[config.mk]
export PLATFORM = sky130hd
export DESIGN_NAME = seg_scan_ctrl
export DESIGN_NICKNAME = d
export VERILOG_FILES = /design/src/rtl/seg_scan_ctrl.sv
export SDC_FILE = /design/constraint.sdc
export NUM_CORES = 1
export LEC_CHECK = 0
export ABC_AREA = 0
export BUFFER_PORTS_ARGS = -buffer_cell sky130_fd_sc_hd__buf_2
export CORE_ASPECT_RATIO = 1.4
export CORE_MARGIN = 3
export CORE_UTILIZATION = 25
export DETAILED_ROUTE_END_ITERATION = 10
export PLACE_DENSITY_LB_ADDON = 0.12
export SLEW_MARGIN = 40
export SYNTH_ARGS = -nofsm -noshare
export SYNTH_HDL_FRONTEND = slang
export SYNTH_SLANG_ARGS = --single-unit
[constraint.sdc]
create_clock -name sys_clk -period 4.69 [get_ports sys_clk]
set_input_delay 0.469 -clock sys_clk [delete_from_list [all_inputs] [get_ports sys_clk]]
set_output_delay 0.469 -clock sys_clk [all_outputs]
set_load 0.02 [all_outputs]
[src/rtl/seg_scan_ctrl.sv]
// Six-digit common-anode seven-segment scan controller. Content is loaded into a
// shadow register at frame boundaries only, then scanned digit by digit with a dead time.
module seg_scan_ctrl #(
  parameter int SCAN_DIV  = 50_000,
  parameter int BLANK_CYC = 500
) (
  input  logic        sys_clk,
  input  logic        sys_rst,
  input  logic [23:0] data_in,
  input  logic [5:0]  dp_in,
  input  logic [5:0]  en_in,
  input  logic        lz_blank,
  input  logic        load_req,
  output logic        load_ack,
  output logic        frame_done,
  output logic [5:0]  seg_sel,
  output logic [7:0]  seg_led
);

  localparam int CW = (SCAN_DIV > 1) ? $clog2(SCAN_DIV) : 1;
  localparam logic [CW-1:0] CNT_LAST  = CW'(SCAN_DIV - 1);
  localparam logic [CW-1:0] CNT_BLANK = CW'(BLANK_CYC);

  logic [CW-1:0] cnt, cnt_nxt;
  logic [2:0]    idx, idx_nxt;
  logic [23:0]   data_sh, data_nxt;
  logic [5:0]    dp_sh, dp_nxt;
  logic [5:0]    en_sh, en_nxt;
  logic          lz_sh, lz_nxt;
  logic          boundary, take;
  logic [5:0]    sup;
  logic          lz_seen;
  logic [3:0]    nib;
  logic [7:0]    dec;
  logic [5:0]    sel_nxt;
  logic [7:0]    led_nxt;
  logic          fd_nxt;

  function automatic logic [7:0] hex_to_seg(input logic [3:0] h);
    case (h)
      4'h0: hex_to_seg = 8'hC0;
      4'h1: hex_to_seg = 8'hF9;
      4'h2: hex_to_seg = 8'hA4;
      4'h3: hex_to_seg = 8'hB0;
      4'h4: hex_to_seg = 8'h99;
      4'h5: hex_to_seg = 8'h92;
      4'h6: hex_to_seg = 8'h82;
      4'h7: hex_to_seg = 8'hF8;
      4'h8: hex_to_seg = 8'h80;
      4'h9: hex_to_seg = 8'h90;
      4'hA: hex_to_seg = 8'h88;
      4'hB: hex_to_seg = 8'h83;
      4'hC: hex_to_seg = 8'hC6;
      4'hD: hex_to_seg = 8'hA1;
      4'hE: hex_to_seg = 8'h86;
      default: hex_to_seg = 8'h8E;
    endcase
  endfunction

  // Handshake: load_req is a level held by the requester; it is accepted only on the
  // cycle with idx=0,cnt=0, and load_ack pulses for exactly the following cycle.
  always_comb begin
    boundary = (cnt == '0) && (idx == 3'd0);
    take     = boundary && load_req;
    cnt_nxt  = cnt + 1'b1;
    idx_nxt  = idx;
    if (cnt == CNT_LAST) begin
      cnt_nxt = '0;
      idx_nxt = (idx == 3'd5) ? 3'd0 : idx + 3'd1;
    end
    data_nxt = take ? data_in  : data_sh;
    dp_nxt   = take ? dp_in    : dp_sh;
    en_nxt   = take ? en_in    : en_sh;
    lz_nxt   = take ? lz_blank : lz_sh;
  end

  // Leading-zero suppression: only an enabled nonzero digit ends the scan-down.
  always_comb begin
    sup     = '0;
    lz_seen = 1'b0;
    for (int i = 5; i >= 0; i--) begin
      if (lz_nxt && !lz_seen && (i != 0) && (data_nxt[i*4 +: 4] == 4'd0))
        sup[i] = 1'b1;
      if (en_nxt[i] && (data_nxt[i*4 +: 4] != 4'd0))
        lz_seen = 1'b1;
    end
  end

  // Outputs are computed from next-cycle state so the registered pins line up with cnt/idx.
  always_comb begin
    nib     = data_nxt[{idx_nxt, 2'b00} +: 4];
    dec     = hex_to_seg(nib);
    sel_nxt = 6'h3F;
    led_nxt = 8'hFF;
    if ((cnt_nxt >= CNT_BLANK) && en_nxt[idx_nxt] && !sup[idx_nxt]) begin
      sel_nxt = 6'h3F & ~(6'b000001 << idx_nxt);
      led_nxt = {~dp_nxt[idx_nxt], dec[6:0]};
    end
    fd_nxt = (idx_nxt == 3'd5) && (cnt_nxt == CNT_LAST);
  end

  always_ff @(posedge sys_clk) begin
    if (sys_rst) begin
      cnt        <= '0;
      idx        <= 3'd0;
      data_sh    <= '0;
      dp_sh      <= '0;
      en_sh      <= '0;
      lz_sh      <= 1'b0;
      seg_sel    <= 6'h3F;
      seg_led    <= 8'hFF;
      load_ack   <= 1'b0;
      frame_done <= 1'b0;
    end else begin
      cnt        <= cnt_nxt;
      idx        <= idx_nxt;
      data_sh    <= data_nxt;
      dp_sh      <= dp_nxt;
      en_sh      <= en_nxt;
      lz_sh      <= lz_nxt;
      seg_sel    <= sel_nxt;
      seg_led    <= led_nxt;
      load_ack   <= take;
      frame_done <= fd_nxt;
    end
  end

endmodule

==> run summary <==
status -> finished clean
element type at the critical path start -> flop
Final Skew -> 0.007373 ns
worst-margin pin slew -> 0.7563 ns
number of global-route vias before repair -> 3,485
maxcap violations -> 0
routed vias/inst -> 5.003
Die Y -> 153.0 um
CP required -> 4.87 ns
critical path cell sequence -> inv_1 > ha_1 > nor4b_1 > and3_1 > nand2_4 > mux2_2 > a2111o_1 > o21ai_2 > inv_1 > ha_1 > inv_1 > nor4_1 > a211oi_1 > o21ai_1
setup TNS -> 0 ns
placed cells -> 655
WL/cell -> 17.54 um
ys flop type -> dfxtp_1
core box area -> 15,050 um^2
Die ar. -> 16,990 um^2
synthesized cell area -> 3861 um^2
syn_area_per_cell -> 8.897 um^2
Max Fclk -> 257.6 MHz
CTS tree -> yes
Placer Congestion -> 0.7857
Final Power -> 0.001494 W
final setup vio count -> 0
input/output buffers -> 55
htree depth -> 3
most frequent cell after synthesis -> dfxtp_1
Initial Util -> 25.65%
initial antenna violation count -> 0
Die X -> 111.0 um
CTS Sinks -> 72
Worst Path Max Fanout -> 37
first-pass GRT wire length -> 18,670 um
First-pass DRT Iterations -> 4
WS Path Type -> flop to flop
post-route minimum period -> 3.882 ns
commonest cells in the netlist -> dfxtp_1 (72), nor2_1 (55), mux2i_1 (36)
DP Wirelength -> 8875 um
pin count of the biggest net entering global routing -> 49
clock-pin slew on the worst setup and hold paths -> 0.06 ns
post-synthesis sequential area ratio -> 37.33%
cts bufs inserted -> 9
slew margin rel. -> 49.42%
critical path capture point type -> flop
Post-synth ARST share -> 0%
power density over cell area -> 330.6 nW/um^2
synth warn -> 0
final net count -> 523
Total Wirelength -> 11,770 um
Yosys top cell by area -> dfxtp_1
Yosys cell types -> 65
layout cells sized above 1 -> 20.04%
RSZ-0062 raised after global routing -> no
global route overflow -> 0
WP data arrival -> 4.06 ns
Slowest cell on crit path -> a2111o_1
syn nets -> 483
Hold Crit Class -> input port to flop
DRT iter0 DRCs -> 131
Clk Latency, worst-skew pair -> 0.33 ns
Final Util -> 30.01%
CTS Hold Bufs -> 0
cell mode on critical path -> inv_1
Mapped Cells -> 434
number of remaining DRC errors -> 0
setup bufs post-CTS -> 0
share of the synthesized area in the top cell type -> 37.33%
Synth-to-Final Area Change -> 17.01%
# fillers -> 1,612
final hold viol count -> 0
# resized after CTS -> 0
via count -> 3,357
diodes inserted -> 0
period utilization -> 82.77%
critical path's largest stage delay -> 0.44 ns
Layout Cells excl Fill -> 671
synth top area cells -> dfxtp_1 (37%), mux2i_1 (9.3%), nor2_1 (5.3%)
clock buffer depth -> 2
gr usage total -> 13.94%
Ports -> 56
post-route ant nets -> 0
Min Hold Slack -> 0.3881 ns
number of synthesized flops with an enable pin -> 0
P_leak -> 1.797 nW
Worst VDD drop -> 115.3 uV
Seq cells post-synth -> 72
row count -> 53
clock root buffer -> clkbuf_16
fin. max-slew vios -> 0
==> layout make-up <==
| type | instances | area [um^2] | share of cell area [%] |
|---|---|---|---|
| multi-input cells | 327 | 2248 | 49.76 |
| flip-flops and latches | 72 | 1441 | 31.90 |
| repair buffers | 56 | 285.3 | 6.314 |
| well taps | 192 | 240.2 | 5.317 |
| clock buffers | 10 | 229.0 | 5.068 |
| clock inverters | 6 | 43.79 | 0.9693 |
| inverters | 8 | 30.03 | 0.6646 |
==> cells in the final DEF (no fill, tap or decap), types with 7 or more instances in the layout <==
cell,instances
and2_1,7
mux2i_1,36
o21ai_0,11
xnor2_1,9
clkbuf_16,9
a21oi_1,19
ha_1,9
nand2_1,27
buf_2,54
nor3_1,10
nor4_1,7
dfxtp_1,72
mux2_2,7
inv_1,8
nor2_1,55
nand3_1,19
nand4_1,7
or4_1,8
==> path summary, 6_finish.rpt <==
check                                               to               from  slack [ns]  depth (start not counted)
worst max register to register   seg_led[3]$_SDFF_PP1_  cnt[0]$_SDFF_PP0_        0.81                         14
worst max-delay path             seg_led[3]$_SDFF_PP1_  cnt[0]$_SDFF_PP0_        0.81                         14
worst min register to register        lz_sh$_SDFF_PP0_   lz_sh$_SDFF_PP0_        0.46                          2
worst min-delay path            data_sh[23]$_SDFF_PP0_        data_in[23]        0.39                          3
==> registers in the layout, indices dropped and copies added (netlist names) <==
register and count:
load_ack 1, data_sh 24, dp_sh 6, en_sh 6, seg_sel 6, seg_led 8, cnt 16, frame_done 1
idx 3, lz_sh 1
==> critical path, delay by kind of cell (launching register included) <==
kind,cells,cell delay [ns]
mux,1,0.42
simple gates,4,1.22
flops,1,0.36
fa+ha+maj,2,0.39
compound gates,4,1.04
buf+inv,3,0.28
==> per-layer routing <==
metal  share of wire [%]  up-vias  GRT usage, %
met5                   0        -             0
met4                 1.8        0         4.580
met3                 3.7       15         2.614
met2                  54       77         26.68
met1                  40     1586         15.30
li1                    -     1679             -
==> report_power, final <==
part / internal [W] / total, W / switching, W / leakage, nW
registers: 0.000636 / 0.000650 / 0.0000140 / 0.586
clock network: 0.000361 / 0.000643 / 0.000282 / 0.133
logic: 0.0000800 / 0.000201 / 0.000121 / 1.08
total: 0.00108 / 0.00149 / 0.000416 / 1.80
==> through the flow <==
stage          worst slack [ns]  area (um^2)
3_3_place_gp             0.7749         4239
2_1_floorplan             1.631         3861
4_1_cts                  0.7843         4518
6_report                 0.8082         4518
5_1_grt                  0.3195         4518
3_5_place_dp             0.8241         4245
==> cell families (layout without fill, tap and decap cells) <==
group | Yosys count | count (layout) | share of synthesized area (%)
simple gates | 174 | 174 | 24.24
compound gates | 85 | 85 | 15.59
flops | 72 | 72 | 37.33
mux | 45 | 45 | 12.02
buf+inv | 35 | 80 | 4.536
xor+xnor | 14 | 14 | 3.370
fa+ha+maj | 9 | 9 | 2.916
Note: power is estimated with default switching activity, not from simulation.
